### src/rtl/sseg_scan_decoder.sv
// sseg_scan_decoder: recovers the four hex digits shown on a multiplexed,
// active-low seven-segment display by watching its anode and cathode lines.
// A digit is captured once its anode/segment pair has been stable for
// SETTLE_CYCLES cycles. Completed scans are counted, multi-anode drive is
// flagged, and a stale flag is raised when captures stop arriving.
//
// Ports:
//   clk          system clock, rising edge
//   rst          synchronous active-high reset
//   seg_an[3:0]  digit anodes, active-low, bit 3 = leftmost digit
//   seg[7:0]     cathodes, active-low, [6:0] = segments g..a, [7] = DP
//   digit_val    decoded hex value, nibble n = digit n
//   digit_dp     captured DP per digit (1 = lit)
//   digit_valid  last capture for the digit was a hex glyph
//   digit_blank  last capture for the digit had segments a..g all off
//   frame_done   one-cycle pulse when all four digits have been captured
//   frame_count  number of frame_done pulses since reset (wraps)
//   err_multi    sticky: more than one anode was seen active
//   stale        no capture for TIMEOUT_CYCLES cycles
module sseg_scan_decoder #(
  parameter int unsigned SETTLE_CYCLES  = 4,
  parameter int unsigned TIMEOUT_CYCLES = 100_000
) (
  input  logic        clk,
  input  logic        rst,
  input  logic [3:0]  seg_an,
  input  logic [7:0]  seg,
  output logic [15:0] digit_val,
  output logic [3:0]  digit_dp,
  output logic [3:0]  digit_valid,
  output logic [3:0]  digit_blank,
  output logic        frame_done,
  output logic [15:0] frame_count,
  output logic        err_multi,
  output logic        stale
);

  localparam int unsigned CNT_W = 8;
  localparam int unsigned TO_W  = $clog2(TIMEOUT_CYCLES + 1);

  typedef enum logic [1:0] {IDLE, SETTLE, HOLD} state_t;

  state_t            state_q, state_d;
  logic [3:0]        an_r;
  logic [7:0]        seg_r;
  logic [1:0]        idx_q;
  logic [7:0]        pat_q;
  logic [CNT_W-1:0]  cnt_q;
  logic [3:0]        mask_q;
  logic [TO_W-1:0]   tcnt_q;

  logic              one_hot;
  logic [1:0]        an_idx;
  logic              none_low;
  logic              multi_low;
  logic              match;
  logic              settled;
  logic              latch_c;
  logic              incr_c;
  logic              capture_c;
  logic [4:0]        dec;
  logic [3:0]        mask_next;

  // Active-high segment set (g..a) to {valid, nibble}
  function automatic logic [4:0] decode(input logic [6:0] on);
    unique case (on)
      7'h3F:   decode = 5'h10;
      7'h06:   decode = 5'h11;
      7'h5B:   decode = 5'h12;
      7'h4F:   decode = 5'h13;
      7'h66:   decode = 5'h14;
      7'h6D:   decode = 5'h15;
      7'h7D:   decode = 5'h16;
      7'h07:   decode = 5'h17;
      7'h7F:   decode = 5'h18;
      7'h6F:   decode = 5'h19;
      7'h77:   decode = 5'h1A;
      7'h7C:   decode = 5'h1B;
      7'h39:   decode = 5'h1C;
      7'h5E:   decode = 5'h1D;
      7'h79:   decode = 5'h1E;
      7'h71:   decode = 5'h1F;
      default: decode = 5'h00;
    endcase
  endfunction

  // Classify the registered anodes: exactly one low, none low, or several
  always_comb begin
    one_hot = 1'b0;
    an_idx  = 2'd0;
    unique case (an_r)
      4'b1110: begin one_hot = 1'b1; an_idx = 2'd0; end
      4'b1101: begin one_hot = 1'b1; an_idx = 2'd1; end
      4'b1011: begin one_hot = 1'b1; an_idx = 2'd2; end
      4'b0111: begin one_hot = 1'b1; an_idx = 2'd3; end
      default: ;
    endcase
  end

  assign none_low  = (an_r == 4'hF);
  assign multi_low = !one_hot && !none_low;
  assign match     = one_hot && (an_idx == idx_q) && (seg_r == pat_q);
  assign settled   = (cnt_q == CNT_W'(SETTLE_CYCLES));

  // State register
  always_ff @(posedge clk) begin
    if (rst) state_q <= IDLE;
    else     state_q <= state_d;
  end

  // Next state; a mismatch falls back through IDLE within the same cycle so
  // a new single-anode pattern starts settling without a lost cycle
  always_comb begin
    state_d = state_q;
    unique case (state_q)
      IDLE:    if (one_hot) state_d = SETTLE;
      SETTLE:  if (!match)      state_d = one_hot ? SETTLE : IDLE;
               else if (settled) state_d = HOLD;
      HOLD:    if (!match)      state_d = one_hot ? SETTLE : IDLE;
      default: state_d = IDLE;
    endcase
  end

  // Datapath strobes derived from the current state
  always_comb begin
    latch_c   = 1'b0;
    incr_c    = 1'b0;
    capture_c = 1'b0;
    unique case (state_q)
      IDLE:    latch_c = one_hot;
      SETTLE: begin
        latch_c   = one_hot && !match;
        incr_c    = match && !settled;
        capture_c = match && settled;
      end
      HOLD:    latch_c = one_hot && !match;
      default: ;
    endcase
  end

  assign dec       = decode(~pat_q[6:0]);
  assign mask_next = mask_q | (4'b0001 << idx_q);

  // Input registers, latch/settle tracking, capture, framing and timeout
  always_ff @(posedge clk) begin
    if (rst) begin
      an_r        <= 4'hF;
      seg_r       <= 8'hFF;
      idx_q       <= 2'd0;
      pat_q       <= 8'hFF;
      cnt_q       <= '0;
      mask_q      <= 4'h0;
      tcnt_q      <= '0;
      digit_val   <= 16'h0000;
      digit_dp    <= 4'h0;
      digit_valid <= 4'h0;
      digit_blank <= 4'h0;
      frame_done  <= 1'b0;
      frame_count <= 16'h0000;
      err_multi   <= 1'b0;
      stale       <= 1'b0;
    end else begin
      an_r       <= seg_an;
      seg_r      <= seg;
      frame_done <= 1'b0;

      if (latch_c) begin
        idx_q <= an_idx;
        pat_q <= seg_r;
        cnt_q <= CNT_W'(1);
      end else if (incr_c) begin
        cnt_q <= cnt_q + CNT_W'(1);
      end

      if (multi_low) err_multi <= 1'b1;

      if (capture_c) begin
        digit_val[{idx_q, 2'b00} +: 4] <= dec[3:0];
        digit_valid[idx_q]             <= dec[4];
        digit_blank[idx_q]             <= (pat_q[6:0] == 7'h7F);
        digit_dp[idx_q]                <= ~pat_q[7];
        if (mask_next == 4'hF) begin
          mask_q      <= 4'h0;
          frame_done  <= 1'b1;
          frame_count <= frame_count + 16'd1;
        end else begin
          mask_q <= mask_next;
        end
        tcnt_q <= '0;
        stale  <= 1'b0;
      end else if (tcnt_q != TO_W'(TIMEOUT_CYCLES)) begin
        tcnt_q <= tcnt_q + TO_W'(1);
        stale  <= ((tcnt_q + TO_W'(1)) == TO_W'(TIMEOUT_CYCLES));
      end
    end
  end

endmodule

### config.mk
export PLATFORM = sky130hd
export DESIGN_NAME = sseg_scan_decoder
export DESIGN_NICKNAME = d
export VERILOG_FILES = /design/src/rtl/sseg_scan_decoder.sv
export SDC_FILE = /design/constraint.sdc
export NUM_CORES = 1
export LEC_CHECK = 0
export ABC_AREA = 1
export CAP_MARGIN = 30
export CORE_MARGIN = 10
export CORE_UTILIZATION = 55
export DETAILED_ROUTE_END_ITERATION = 16
export HOLD_SLACK_MARGIN = 0.02
export PLACE_DENSITY = 0.89
export RECOVER_POWER = 50
export SYNTH_ARGS = -nofsm -noshare
export SYNTH_HDL_FRONTEND = slang
export SYNTH_SLANG_ARGS = --single-unit
### constraint.sdc
create_clock -name clk -period 2.72 [get_ports clk]
set_input_delay 0.68 -clock clk [delete_from_list [all_inputs] [get_ports clk]]
set_output_delay 0.68 -clock clk [all_outputs]
set_load 0.01 [all_outputs]
* After elaboration in Yosys (flattened, before gate mapping)
Index checks and enable logic that the tools add are counted.
Storage, ports and cells: bits of input ports 14, register bits after elaboration 100
Operators by class: magnitude comparators 2, reductions and logical operators 20, $add $sub $neg 4, bitwise logic cells 4, equality and inequality tests 33, multiplexer cells 22, shift-type cells 3
Operators with widths (count):
- $eq 7x7->1 const B | 13
- $pmux 5 s16 | 1
- $eq 4x4->1 const B | 5
- $add 17x1->17 const B | 1
- $eq 17x17->1 const B | 1
- $ne 17x17->1 const B | 1
- $add 16x1->16 const B | 1
- $bwmux 16 | 1
- $shift 4x6->16 const A | 1
- $shiftx 4x6->16 | 1
- $eq 7x3->1 const B | 2
- $eq 7x6->1 const B | 2
- $bwmux 4 | 3
- $pmux 2 s3 | 2
- $add 8x1->8 const B | 1
- $eq 8x3->1 const B | 1
- $eq 8x8->1 | 1
- $mux 1 | 8
- $mux 2 | 4
- $reduce_or 2->1 | 4
- $logic_and 1x1->1 | 7
- $not 7->7 | 1
- $neg 4->6 | 1
- $eq 4x3->1 const B | 1
- other kinds (19) | 24

* Depth between registers and ports, before layout
Gate-level depths: netlist of the first run.
depth in word-level cells 9, depth in mapped cells 14

* Least setup slack after synthesis of the first run
No wires, ideal clock.
path type flip-flop to flip-flop, start register idx_q[0], end register frame_count[2], setup time 0.109 ns, arrival time 1.797 ns, period minus slack after synthesis 1.906 ns, setup slack 0.814 ns, required time 2.611 ns, cell stages (with the launch flop) 11, path buffers 1, path through dfxtp_1 > buf_2 > inv_1 > ha_1 > nor2_1 > nor4_4 > nand4_1 > nand2_2 > nand2_1 > nand2_1 > inv_1
On the way: longest elaborated chain between the ends 6
RTL lines:
- from (decl) | line 46 | logic [1:0] idx_q;
- from (signal assigned) | line 168 | idx_q <= an_idx;
- $eq 2x2->1 | line 102 | assign match = one_hot && (an_idx == idx_q) && (seg_r == pat_q);
- $logic_and 1x1->1 (2 in a row) | line 102
- $logic_and 1x1->1 | line 134 | capture_c = match && settled;
- $mux 1 | line 129 | unique case (state_q)
- $reduce_and 2->1 (no line) (*)
- to (signal assigned) | line 185 | frame_count <= frame_count + 16'd1;
- to (decl) | line 33 | output logic [15:0] frame_count,
Every way passes the cells marked *; elsewhere a longest branch is shown, timed or not. A chain may end at the register's enable or synchronous reset.

* Worst setup path after layout of the first run
start register idx_q[0], end register digit_valid[0]
On the way: longest elaborated chain between the ends 5
RTL lines:
- $lt 2x3->1 (not written as such), or another cell as far along | line 179 | digit_valid[idx_q] <= dec[4];
- $logic_and 1x1->1 (on tied branches) | line 179, 102
- $mux 1 (not written as such) or $logic_and 1x1->1 (tied branches) | line 179, 102
- $demux 1 s2 or $logic_and 1x1->1 (tied branches) | line 179, 134
- $bwmux 4 or $mux 1 (tied branches) | line 179, 129
- to (signal, indexed assignment) | line 179
- to (decl) | line 30 | output logic [3:0] digit_valid,
Parallel ways exist; a longest one is shown, timed or not.

==> summary.md, run 1 <==
| Metric | Value |
|---|---|
| Met3 usage | `3.56%` |
| Synth Flop Type | `dfxtp_1` |
| Yosys top cell area share | `35.3%` |
| Vias in the first global route | `5103` |
| Fin crit share | `90.8%` |
| Max-slew violation count | `0` |
| Max Cap Violations | `0` |
| DIE HEIGHT | `122 um` |
| Hold slack final | `~460 ps` |
| P_int | `2.26 mW` |
| CTS tree | `yes` |
| Minimum clock period after layout | `2470 ps` |
| Met2 GRT Util | `31.9%` |
| GRT overflow | `0` |
| Largest cells by area after synthesis | `dfxtp_1 (35%), nand2_1 (14%), nor2_1 (8.1%)` |
| Cts bufs inserted | `9` |
| Post-synth EDFFs | `0` |
| Final hold violation count | `0` |
| Net Sw Frac | `32.0%` |
| Maximum VDD drop | `~0.00046 V` |
| Critical path, cell by cell | `inv_1 > nand2_2 > nand3_1 > nor2_1 > nand2_4 > nor2_4 > nand2_1 > nor2_1 > nor2_1` |
| Met1 Track Usage GR | `22.4%` |
| Initial Utilization | `55.7%` |
| Final Skew | `15.2 ps` |
| Die area | `0.0148 mm^2` |
| Clock transition at path regs | `about 100 ps` |
| CP max stage cell | `dfxtp_1` |
| Synthesis Warnings | `0` |
| # diodes | `0` |
| Antenna violations before repair | `0` |
| Count of input and output buffers | `60` |
| Die Wd | `122 um` |
| Cells after synthesis | `846` |
| FILL cells | `~920` |
| Final GP Congestion | `0.955` |
| Library cells used by synthesis | `35` |
| # setup viols final | `0` |
| Synthesis-stage register bit count | `100` |
| Gate power share | `19.2%` |
| Initial DRC count | `approximately 380` |
| Flop pwr share | `48.7%` |
| Postcts setup bufs | `0` |
| Largest stage delay, worst path | `roughly 570 ps` |
| Syn Nets | `slightly below 900` |
| Worst-case clock buffer depth | `2` |
| NetSw | `1.06 mW` |
| Worst hold-check path type | `flip-flop to flip-flop` |
| Leak | `3.04 nW` |
| Drt total wl | `13500 um` |
| CTS root buffer | `clkbuf_8` |
| Ys async rst share | `0%` |
| Gr busiest metal | `met2` |
| Crit Path Max Fanout | `12` |
| Post-synth top area cell | `dfxtp_1` |
| CTS Sinks | `100` |
| Cell Area, Synth | `0.00567 mm^2` |
| Post-CTS Hold Buffers | `0` |
| Count leader, synth | `nand2_1` |
| Router iterations before antenna repair | `7` |
| PostCTS Resize Cnt | `0` |
| Clock latency on the worst-skew pair | `390 ps` |
| Slew @ Worst Pin | `825 ps` |
| Dpl hpwl | `roughly 10000 um` |
| Drt wl/cell | `12.9 um` |
| Slew HR | `45.0%` |
| Largest net degree at the start of global routing | `43` |
| DRC | `0` |
| Synth top cells by count | `nand2_1 (211), nor2_1 (123), dfxtp_1 (100), inv_1 (100), nand3_1 (91)` |
| Startpoint types | `flip-flop` |
| RSZ-0062 raised after global routing | `no` |
| Setup tns final | `0 ps` |
| Max Fclk | `405 MHz` |
| Post-DR vias/cell | `5.15` |
| Clock power share | `about a third` |
| Final #Nets | `933` |
| Area grow syn2layout | `15.3%` |
| Run status | `completed` |
| CP Class | `flip-flop to flip-flop` |
| GRT Total Usage | `18.6%` |
| Critical Path End Type | `flip-flop` |
| Cell row count | `37` |
| H-tree Lvls | `3` |
| Avg Inst Size Synth | `6.71 um^2` |
| Worst Path Arrival | `2760 ps` |
| # IOs | `61` |
| Routed vias | `5365` |
| Register area share after synthesis | `35.3%` |
| Core area | `0.0102 mm^2` |
| Worst path required time | `3010 ps` |
| Power Dens Cells | `approximately 510 mW/mm^2` |
| ANT nets after route | `0` |
| Cell mode on critical path | `nor2_1` |
| Layout cell share with drive strength beyond 1 | `7.51%` |
| First-pass GRT wire length | `23100 um` |
==> logic make-up after synthesis <==
group                      count (synthesis)  share of synthesized area, %
and+or+nand+nor                          512                          41.4
buffers and inverters                    131                          9.48
DFF                                      100                          35.3
AOI/OAI and AO/OA                         57                          5.54
xor gates and xnor gates                  28                          4.32
adders and majority gates                 18                          3.97
==> final cells by class <==
cell class                 count  area [um^2]  share of cell area [%]
multi-input combinational    615         3090                    47.2
clock buffer                   9          124                    1.89
sequential                   100         2000                    30.6
tap                          136          170                    2.60
inverter                     107          402                    6.14
timing repair buffer          68          658                    10.1
clock inverter                 7         98.8                    1.51
==> sequential cells by signal (all words and copies together), names as in the netlist, 2 cells and up <==
register,cells
an_r,4
digit_dp,4
digit_val,16
pat_q,8
mask_q,4
digit_blank,4
cnt_q,8
digit_valid,4
state_q,2
tcnt_q,17
idx_q,2
seg_r,8
frame_count,16
==> stage by stage <==
stage / cells / total power [mW] / utilization, % / setup WS [ps] / cell area, um^2
final: 1042 / 3.33 / 64.2 / 249 / 6540
after global placement: 1026 / 2.27 / 62.5 / 516 / 6370
after floorplan: 846 / 2.16 / - / 814 / 5670
after detailed placement: 1026 / 2.29 / 62.5 / 456 / 6370
after CTS: 1042 / 3.35 / 64.7 / 412 / 6590
after global routing: 1042 / 3.50 / 64.2 / 50.2 / 6540
==> layer usage <==
| layer | share of wire, % | vias to the layer above |
|---|---|---|
| met1 | 44 | 2412 |
| met3 | 5.6 | 26 |
| met5 | 0 | - |
| met4 | 2.2 | 0 |
| met2 | 48 | 148 |
| li1 | - | 2779 |
==> cells in the final DEF (no fill, tap or decap), drive strengths merged, types with 4 or more instances in the layout <==
master,n
nand3,97
nand2,223
o21ai,14
ha,18
or2,12
buf,7
nor3,16
dlygate4sd3,45
xnor2,12
clkdlybuf4s50,15
nor4,8
nor2,130
clkinv,4
xor2,16
a21oi,39
clkbuf,10
inv,107
nand4,24
dfxtp,100
==> power groups by stage <==
stage	clock network, mW	registers [mW]	logic, mW
2_1_floorplan	0	1.60	0.559
3_5_place_dp	0	1.65	0.640
6_report	1.07	1.62	0.638
3_3_place_gp	0	1.65	0.626
5_1_grt	1.14	1.63	0.728
4_1_cts	1.08	1.62	0.646
==> critical path, delay by kind of cell, from the launching register on <==
family | cells | cell delay [ps]
DFF | 1 | 570
buffers and inverters | 1 | 260
and+or+nand+nor | 8 | 1540
==> path summary, 6_finish.rpt <==
path | from | end | slack, ps | depth (start not counted)
min | mask_q[0] | mask_q[0] | 460 | 2
max | idx_q[0] | digit_valid[0] | 250 | 9
min reg2reg | mask_q[0] | mask_q[0] | 460 | 2
max reg2reg | idx_q[0] | digit_valid[0] | 250 | 9
Note: power is estimated with default switching activity, not from simulation.
==> run 2, diff against run 1 <==
--- a/config.mk
+++ b/config.mk
@@ -7,7 +7,7 @@
 export LEC_CHECK = 0
 export ABC_AREA = 1
 export CAP_MARGIN = 30
-export CORE_MARGIN = 10
+export CORE_MARGIN = 5
 export CORE_UTILIZATION = 55
 export DETAILED_ROUTE_END_ITERATION = 16
 export HOLD_SLACK_MARGIN = 0.02
==> run 2 against run 1 <==
Against the previous run: cell count down 0.29%; power up 0.33%; worst hold slack better by 5.5 ps; largest power group unchanged; clock power about the same; final area about the same; critical path depth up 2; clock skew down 7.5 ps; largest cell class unchanged; fmax up 5.6%; non-clock buffer count down 3.
==> summary.md, run 2 (synthesized netlist as in run 1, its figures left out) <==
| Metric | Value |
|---|---|
| Vias in the first global route | `5059 (was 5103)` |
| Maximum VDD drop | `0.000417 V (was 0.000460 V)` |
| Final GP Congestion | `0.897 (was 0.955)` |
| Total power | `3.34 mW (was 3.33 mW)` |
| Max Fclk | `427 MHz (was 405 MHz)` |
| Layout cell share with drive strength beyond 1 | `7.20% (was 7.51%)` |
| Worst path required time | `3000 ps (was 3010 ps)` |
| Cell row count | `37 (unchanged)` |
| Final hold violation count | `0 (unchanged)` |
| Clock transition at path regs | `100 ps (about the same)` |
| Antenna violations before repair | `0 (unchanged)` |
| Critical Path End Type | `flip-flop (unchanged)` |
| Biggest register | `tcnt_q (unchanged)` |
| Minimum clock period after layout | `2340 ps (was 2470 ps)` |
| Drt wl/cell | `12.4 um (was 12.9 um)` |
| Met3 usage | `4.35% (was 3.56%)` |
| # placed instances | `1023 (was 1026)` |
| RSZ-0062 raised after global routing | `no (unchanged)` |
| Max-slew violation count | `0 (unchanged)` |
| Crit Path Max Fanout | `12 (unchanged)` |
| Max reg flops | `17 (unchanged)` |
| Worst Path Arrival | `2620 ps (was 2760 ps)` |
| Final Skew | `7.62 ps (was 15.2 ps)` |
| Most frequent cells in the layout | `nand2_1 (212), nor2_1 (124), inv_1 (100), dfxtp_1 (100), nand3_1 (92) (was nand2_1 (211), nor2_1 (126), inv_1 (100), dfxtp_1 (100), nand3_1 (92))` |
| GRT overflow | `0 (unchanged)` |
| Postcts setup bufs | `0 (unchanged)` |
| Clock latency on the worst-skew pair | `380 ps (was 390 ps)` |
| CTS root buffer | `clkbuf_8 (unchanged)` |
| # IOs | `61 (unchanged)` |
| Drt total wl | `12900 um (was 13500 um)` |
| Core area | `0.0102 mm^2 (unchanged)` |
| First-pass GRT wire length | `22300 um (was 23100 um)` |
| GRT Total Usage | `21.1% (was 18.6%)` |
| Leak | `3.04 nW (about the same)` |
| Startpoint types | `flip-flop (unchanged)` |
| Power Dens Cells | `510 mW/mm^2 (was 508 mW/mm^2)` |
| CTS Sinks | `100 (unchanged)` |
| Met1 Track Usage GR | `25.4% (was 22.4%)` |
| Dpl hpwl | `9790 um (was 10200 um)` |
| Met2 GRT Util | `36.8% (was 31.9%)` |
| Hold slack final | `467 ps (was 462 ps)` |
| Worst hold-check path type | `flip-flop to flip-flop (unchanged)` |
| Die area | `0.0124 mm^2 (was 0.0148 mm^2)` |
| FILL cells | `898 (was 918)` |
| Run status | `completed (unchanged)` |
| Initial DRC count | `501 (was 383)` |
| Worst-case clock buffer depth | `2 (unchanged)` |
| Fin crit share | `86.0% (was 90.8%)` |
| Initial Utilization | `55.7% (unchanged)` |
| Biggest regs | `tcnt_q: 17 flops, digit_val: 16 flops, frame_count: 16 flops (unchanged)` |
| Max Cap Violations | `0 (unchanged)` |
| DRC | `0 (unchanged)` |
| PostCTS Resize Cnt | `0 (unchanged)` |
| Post-DR vias/cell | `5.19 (was 5.15)` |
| Area grow syn2layout | `15.2% (was 15.3%)` |
| Commonest non-fill, non-tap cell in the layout | `nand2_1 (unchanged)` |
| # setup viols final | `0 (unchanged)` |
| # diodes | `0 (unchanged)` |
| CP Class | `flip-flop to flip-flop (unchanged)` |
| Die Wd | `112 um (was 122 um)` |
| H-tree Lvls | `3 (unchanged)` |
| Largest net degree at the start of global routing | `43 (unchanged)` |
| ANT nets after route | `0 (unchanged)` |
| Router iterations before antenna repair | `7 (unchanged)` |
| CTS tree | `yes (unchanged)` |
| Gr busiest metal | `met2 (unchanged)` |
| Routed vias | `5390 (was 5365)` |
| DIE HEIGHT | `112 um (was 122 um)` |
| Cts bufs inserted | `9 (unchanged)` |
| Post-CTS Hold Buffers | `0 (unchanged)` |
| Setup tns final | `0 ps (unchanged)` |
| Slew @ Worst Pin | `949 ps (was 825 ps)` |
| Fin cells | `1039 (was 1042)` |
| Slew HR | `36.7% (was 45.0%)` |
| Final #Nets | `930 (was 933)` |
| Count of input and output buffers | `60 (unchanged)` |
-- run 2: path summary, 6_finish.rpt --
kind                            cells after the start       from  slack, ps   endpoint
worst max-delay path                               11   idx_q[0]        380   cnt_q[0]
worst min-delay path                                2  mask_q[0]        470  mask_q[0]
worst max register to register                     11   idx_q[0]        380   cnt_q[0]
worst min register to register                      2  mask_q[0]        470  mask_q[0]
-- run 2: per-layer routing --
metal	part of all wire (%)	routed length, um
met3	5.2	672
met4	2.2	287
met5	0	0
met1	44	5670
met2	49	6260
-- run 2: layout make-up --
type / instances / area, um^2 / area share [%]
multi-input cells: 615 / 3100 / 47.5
flip-flops and latches: 100 / 2000 / 30.6
repair buffers: 65 / 629 / 9.63
inverters: 107 / 402 / 6.14
well taps: 136 / 170 / 2.60
clock buffers: 9 / 124 / 1.89
clock inverters: 7 / 106 / 1.63
-- run 2: through the flow --
| stage | instance area, um^2 | worst slack, ps | util, % |
|---|---|---|---|
| 6_report | 6540 | 380 | 64.2 |
| 5_1_grt | 6540 | 139 | 64.2 |
| 4_1_cts | 6580 | 382 | 64.6 |
| 3_5_place_dp | 6340 | 402 | 62.3 |
| 3_3_place_gp | 6340 | 554 | 62.3 |
| 2_1_floorplan | 5670 | 814 | - |
-- run 2: worst max-delay path: stages (launching register included) --
cell and delay (ps):
dfxtp_1 580, inv_1 250, nand2_1 200, nand2_1 100
inv_1 60, nand3_1 80, nand2_1 70, nand2_1 230
nand2_1 420, nand3_1 140, nand2_1 80, inv_1 40
-- run 2: power breakdown --
part	leakage [nW]	internal, mW	total (mW)	switching (mW)
logic	2.11	0.213	0.640	0.428
registers	0.812	1.52	1.62	0.0949
clock network	0.116	0.534	1.08	0.544
total	3.04	2.27	3.34	1.07
==> edit 1, RTL diff (settings of run 2) <==
Make the reset (`rst`) asynchronous in 2 clocked blocks. Comments in the files are not updated.
--- a/src/rtl/sseg_scan_decoder.sv
+++ b/src/rtl/sseg_scan_decoder.sv
@@ -103,7 +103,7 @@
   assign settled   = (cnt_q == CNT_W'(SETTLE_CYCLES));
 
   // State register
-  always_ff @(posedge clk) begin
+  always_ff @(posedge clk or posedge rst) begin
     if (rst) state_q <= IDLE;
     else     state_q <= state_d;
   end
@@ -142,7 +142,7 @@
   assign mask_next = mask_q | (4'b0001 << idx_q);
 
   // Input registers, latch/settle tracking, capture, framing and timeout
-  always_ff @(posedge clk) begin
+  always_ff @(posedge clk or posedge rst) begin
     if (rst) begin
       an_r        <= 4'hF;
       seg_r       <= 8'hFF;
Function: differs if rst is asserted again (counterexample within 4 cycles, from zero or initial values and one cycle with rst high); with rst held inactive, the same outputs for 10 cycles.
==> edit 1 against run 2 <==
Synthesized cell count decreased by 8.7%. Area after synthesis is 0.62% higher. Global-route usage is 0.13 points lower. Clock power down 8%. Sequential cell count did not move. Setup slack got worse by 21 ps. Sequential share of layout area increased by 7.5 points. Total power is 9.4% higher. Critical path type unchanged. Largest cell class unchanged. Cell area is 1.4% higher. Wire length fell by 4.4%.
==> edit 1: results (changes against run 2) <==
status: "finished, final reports clean"
synth_cells: 772  # -8.7%
numCtsBuffers: 9  # unchanged
synth_edf_count: 0  # unchanged
drive_gt1_share_pct: 6.80  # -0.40 points
fin_nets: 865  # -7.0%
reg.largest.list: "tcnt_q x17, digit_val x16, frame_count x16"
cts_max_path_buffers: 2  # unchanged
first_pass_iters: 4  # -3
slowest_delay_ps: 570
antenna_found_initial: 0  # unchanged
crit_arrival_ps: 2630  # about the same
rrSetupSlack_ps: 360  # -20 ps
cts_resized: 0  # unchanged
grt_pass1_wl_um: 22100  # -0.87%
cts-root-buf: "clkbuf_8"
routabilityCongestion: 0.923  # +2.9%
hpwlAfterDp_um: 9300  # -5.1%
io_buffers: 60  # unchanged
synth_common_cells: "nand2_1 (273), inv_1 (91), nor2_1 (84)"
hp-class: "reg -> reg"
grt_max_degree: 57  # +33%
postPlaceCellArea_sq_um: 6440  # +1.5%
avgViaCountPerCell: 5.18  # -0.13%
path_clk_slew_ps: 100  # about the same
vias: 5046  # -6.4%
finalHoldViolations: 0  # unchanged
leakagePower_nw: 3.34  # +9.8%
synthArstFlopShare_pct: 100  # +100 points
peakVddDrop_v: 0.000346  # -17%
totalWireLength_um: 12300  # -4.4%
postCtsSetupBuffers: 0  # unchanged
placedCellCount: 958  # -6.4%
synth_area_leaders: "dfrtp_1 (35%), nand2_1 (18%), dfstp_2 (9.2%)"
crit_start: "an_r[1]"
grt_use_total_pct: 21.0  # -0.13 points
slew_violations: 0  # unchanged
synth.distinct_cells: 35  # unchanged
reg2reg_depth: 11  # unchanged
worst_pin_slew_ps: 926  # -22.7 ps
fillers: 842  # -6.2%
htree_levels: 3  # unchanged
seq_area_frac_synth_pct: 44.3  # +9.0 points
finClkSkew_ps: 14.0  # +6.41 ps
ant_nets: 0  # unchanged
clock_latency_ps: 380  # about the same
synthesis.nets: 804  # -8.4%
synth_warnings: 0  # unchanged
drt-initial-drc-count: 281  # -44%
critPathSlowestCell: "dfstp_2"
num_antenna_cells: 0  # unchanged
hold_depth: 2  # unchanged
worstSetupEndpoint: "frame_count[13]"
path_max_fanout: 27  # +15
synth_ff_type: "dfrtp_1"
-- edit 1: cell types whose count changed in the layout (fill, tap and decap cells not counted), moves of 5 or more --
cell                    run 2  this run
dfxtp_1                   100         0
or2_2                      12         1
dfstp_2                     0        20
o21ai_0                    12        28
a21oi_1                    38         9
nor2_1                    124        84
inv_1                     100        90
xnor2_1                    12         7
nand4_1                    24        17
nand3_1                    92        61
dfrtp_1                     0        80
clkdlybuf4s50_1            16        39
dlygate4sd3_1              44        21
nand2_1                   212       273
-- edit 1: how the worst min path moves through the flow --
stage                  start            end  slack [ps]
3_3_place_gp   digit_val[10]  digit_val[10]         450
4_1_cts         digit_val[1]   digit_val[1]         480
3_5_place_dp    digit_val[1]   digit_val[1]         460
6_report        digit_val[8]   digit_val[8]         470
2_1_floorplan      mask_q[3]      mask_q[3]         460
5_1_grt         digit_val[3]   digit_val[3]         490
-- edit 1: cell type report --
class / count / area, sq um / area share [%]
Inverter: 94 / 354 / 5.34
Tap cell: 136 / 170 / 2.57
Clock buffer: 10 / 138 / 2.08
Sequential cell: 100 / 2530 / 38.1
Timing Repair Buffer: 63 / 621 / 9.36
Multi-Input combinational cell: 565 / 2750 / 41.4
Clock inverter: 6 / 72.6 / 1.09
-- edit 1: cells by family (layout without fill, tap and decap cells) --
kind of cell / Yosys count / count (layout) / share of synthesized area (%)
and+or+nand+nor: 480 / 480 / 36.5
adders and majority gates: 18 / 18 / 3.95
DFF: 100 / 100 / 44.3
AOI/OAI and AO/OA: 40 / 40 / 3.64
buffers and inverters: 107 / 173 / 7.50
xor gates and xnor gates: 27 / 27 / 4.14
-- edit 1: routing by layer --
metal | routed length (um) | global-route usage, % | up-vias
met5 | 0 | 0 | -
li1 | - | - | 2541
met3 | 679 | 4.29 | 19
met2 | 5680 | 34.3 | 140
met4 | 203 | 6.41 | 0
met1 | 5770 | 28.3 | 2346
-- edit 1: power breakdown --
group	internal (mW)	total (mW)	switching [mW]
combinational	0.261	0.864	0.603
sequential	1.62	1.79	0.170
clock	0.458	0.993	0.535
-- edit 1: stage by stage --
step	utilization, %	setup WS [ps]
2_1_floorplan	-	839
3_3_place_gp	63.0	548
3_5_place_dp	63.0	433
4_1_cts	65.0	408
5_1_grt	64.8	120
6_report	64.8	358
-- edit 1: critical path, delay by kind of cell (launching register included) --
kind	cells	cell delay, ps
flops	1	570
buf+inv	2	230
simple gates	9	1440
==> edit 2, RTL diff (config.mk and constraints of run 2) <==
Made on the original files. `CNT_W`: 8 -> 12.
--- a/src/rtl/sseg_scan_decoder.sv
+++ b/src/rtl/sseg_scan_decoder.sv
@@ -35,7 +35,7 @@
   output logic        stale
 );
 
-  localparam int unsigned CNT_W = 8;
+  localparam int unsigned CNT_W = 12;
   localparam int unsigned TO_W  = $clog2(TIMEOUT_CYCLES + 1);
 
   typedef enum logic [1:0] {IDLE, SETTLE, HOLD} state_t;
Formal check against the unedited RTL: no difference found for any inputs over 4 cycles, from zero or initial values and one cycle with rst high; that may be too few to reach the edited logic, so the function may still have changed.
==> edit 2 against run 2 <==
Sequential cell count up 4. Synthesized cell count grew 7.8%. Non-clock buffer count up 1. Die area up 6.0%. Cell area increased by 5.3%. Total power fell by 9.4%. Setup slack lost 130 ps. Area after synthesis rose by 6.6%. Wire length grew 8.2%. Highest routed layer unchanged.
==> edit 2: results (changes against run 2) <==
grtUsageMet3_pct: 5.05  # +0.70 points
path_max_fanout: 12  # unchanged
synth_area_per_cell_sq_um: 6.63  # -1.1%
met2_length_um: 6560  # +4.8%
grt_pass1_vias: 5428  # +7.3%
io_buffers: 60  # unchanged
final.setup.tns_ps: 0  # unchanged
fin_nets: 998  # +7.3%
nNonClkBuffers: 66  # +1.5%
met3_length_um: 796  # +18%
nFlopsAndLatches: 104  # +4.0%
grt_pass1_wl_um: 24500  # +10%
clock_latency_ps: 400  # +20 ps
crit_arrival_ps: 2780  # +160 ps
synthMuxAreaShare_pct: 0  # unchanged
peakVddDrop_v: 0.000356  # -15%
synth_fa_ha_area_share_pct: 3.72  # -0.25 points
synth_area_leaders: "dfxtp_1 (34%), nand2_1 (15%), nor2_1 (8.6%)"
synth.distinct_cells: 41  # +17%
grt_use_met2_pct: 37.3  # +0.51 points
sh_seq_area_pct: 30.2  # -0.38 points
multi_input_area_share_pct: 48.1  # +0.63 points
synth_top_area_share_pct: 34.4  # -0.87 points
synthesis.nets: 944  # +7.5%
synth-xor-area-share_pct: 4.05  # -0.27 points
cts_resized: 0  # unchanged
first_pass_iters: 5  # -2
seq_area_frac_synth_pct: 34.4  # -0.87 points
worst_pin_slew_ps: 840  # -109 ps
drive_gt1_share_pct: 7.93  # +0.73 points
synth_compound_area_share_pct: 6.12  # +0.59 points
buffer_area_share_pct: 9.31  # -0.32 points
routedLengthMet1_um: 6360  # +12%
dp_slack_ps: 357  # -44.6 ps
wl_per_cell_um: 12.6  # +1.2%
synth_common_cells: "nand2_1 (238), nor2_1 (139), inv_1 (113)"
finClkSkew_ps: 15.0  # +7.37 ps
nNonClkInverters: 126  # +18%
vias: 5700  # +5.8%
status: "finished, final reports clean"
slowest_delay_ps: 600  # +20 ps
final_cells: 1111  # +6.9%
fillers: 942  # +4.9%
hpwlAfterDp_um: 10600  # +7.9%
clkCellAreaFrac_pct: 2.93  # -0.60 points
routabilityCongestion: 0.980  # +9.2%
leakagePower_nw: 3.23  # +6.2%
postPlaceCellArea_sq_um: 6720  # +6.0%
grt_use_total_pct: 22.4  # +1.3 points
grt_max_degree: 44  # +2.3%
synth_warnings: 0  # unchanged
synthArstFlopShare_pct: 0  # unchanged
grt_util_met1_pct: 29.3  # +4.0 points
drt-initial-drc-count: 431  # -14%
fin_area_sq_um: 6880  # +5.3%
comb.multi_input.count: 659  # +7.2%
edit 2: power by group:
part | switching [mW] | internal [mW]
Sequential | 0.0493 | 1.56
Clock | 0.571 | 0.437
Combinational | 0.275 | 0.132
edit 2: final timing paths:
kind / slack, ps / depth (start not counted) / start / to
hold / removal: 450 / 2 / mask_q[0] / mask_q[0]
setup reg to reg: 250 / 11 / idx_q[0] / digit_blank[2]
hold reg to reg: 450 / 2 / mask_q[0] / mask_q[0]
setup / recovery: 250 / 11 / idx_q[0] / digit_blank[2]
edit 2: kinds of logic after synthesis:
family,Yosys count
buffers and inverters,149
adder cells (fa/ha/maj),18
XOR/XNOR,28
flip-flops,104
AND/OR/NAND/NOR,548
AO/OA/AOI/OAI,65
edit 2: worst min-delay path: stages, from the launching register on:
cell,delay (ps)
dfxtp_1,320
inv_1,50
a21oi_1,50
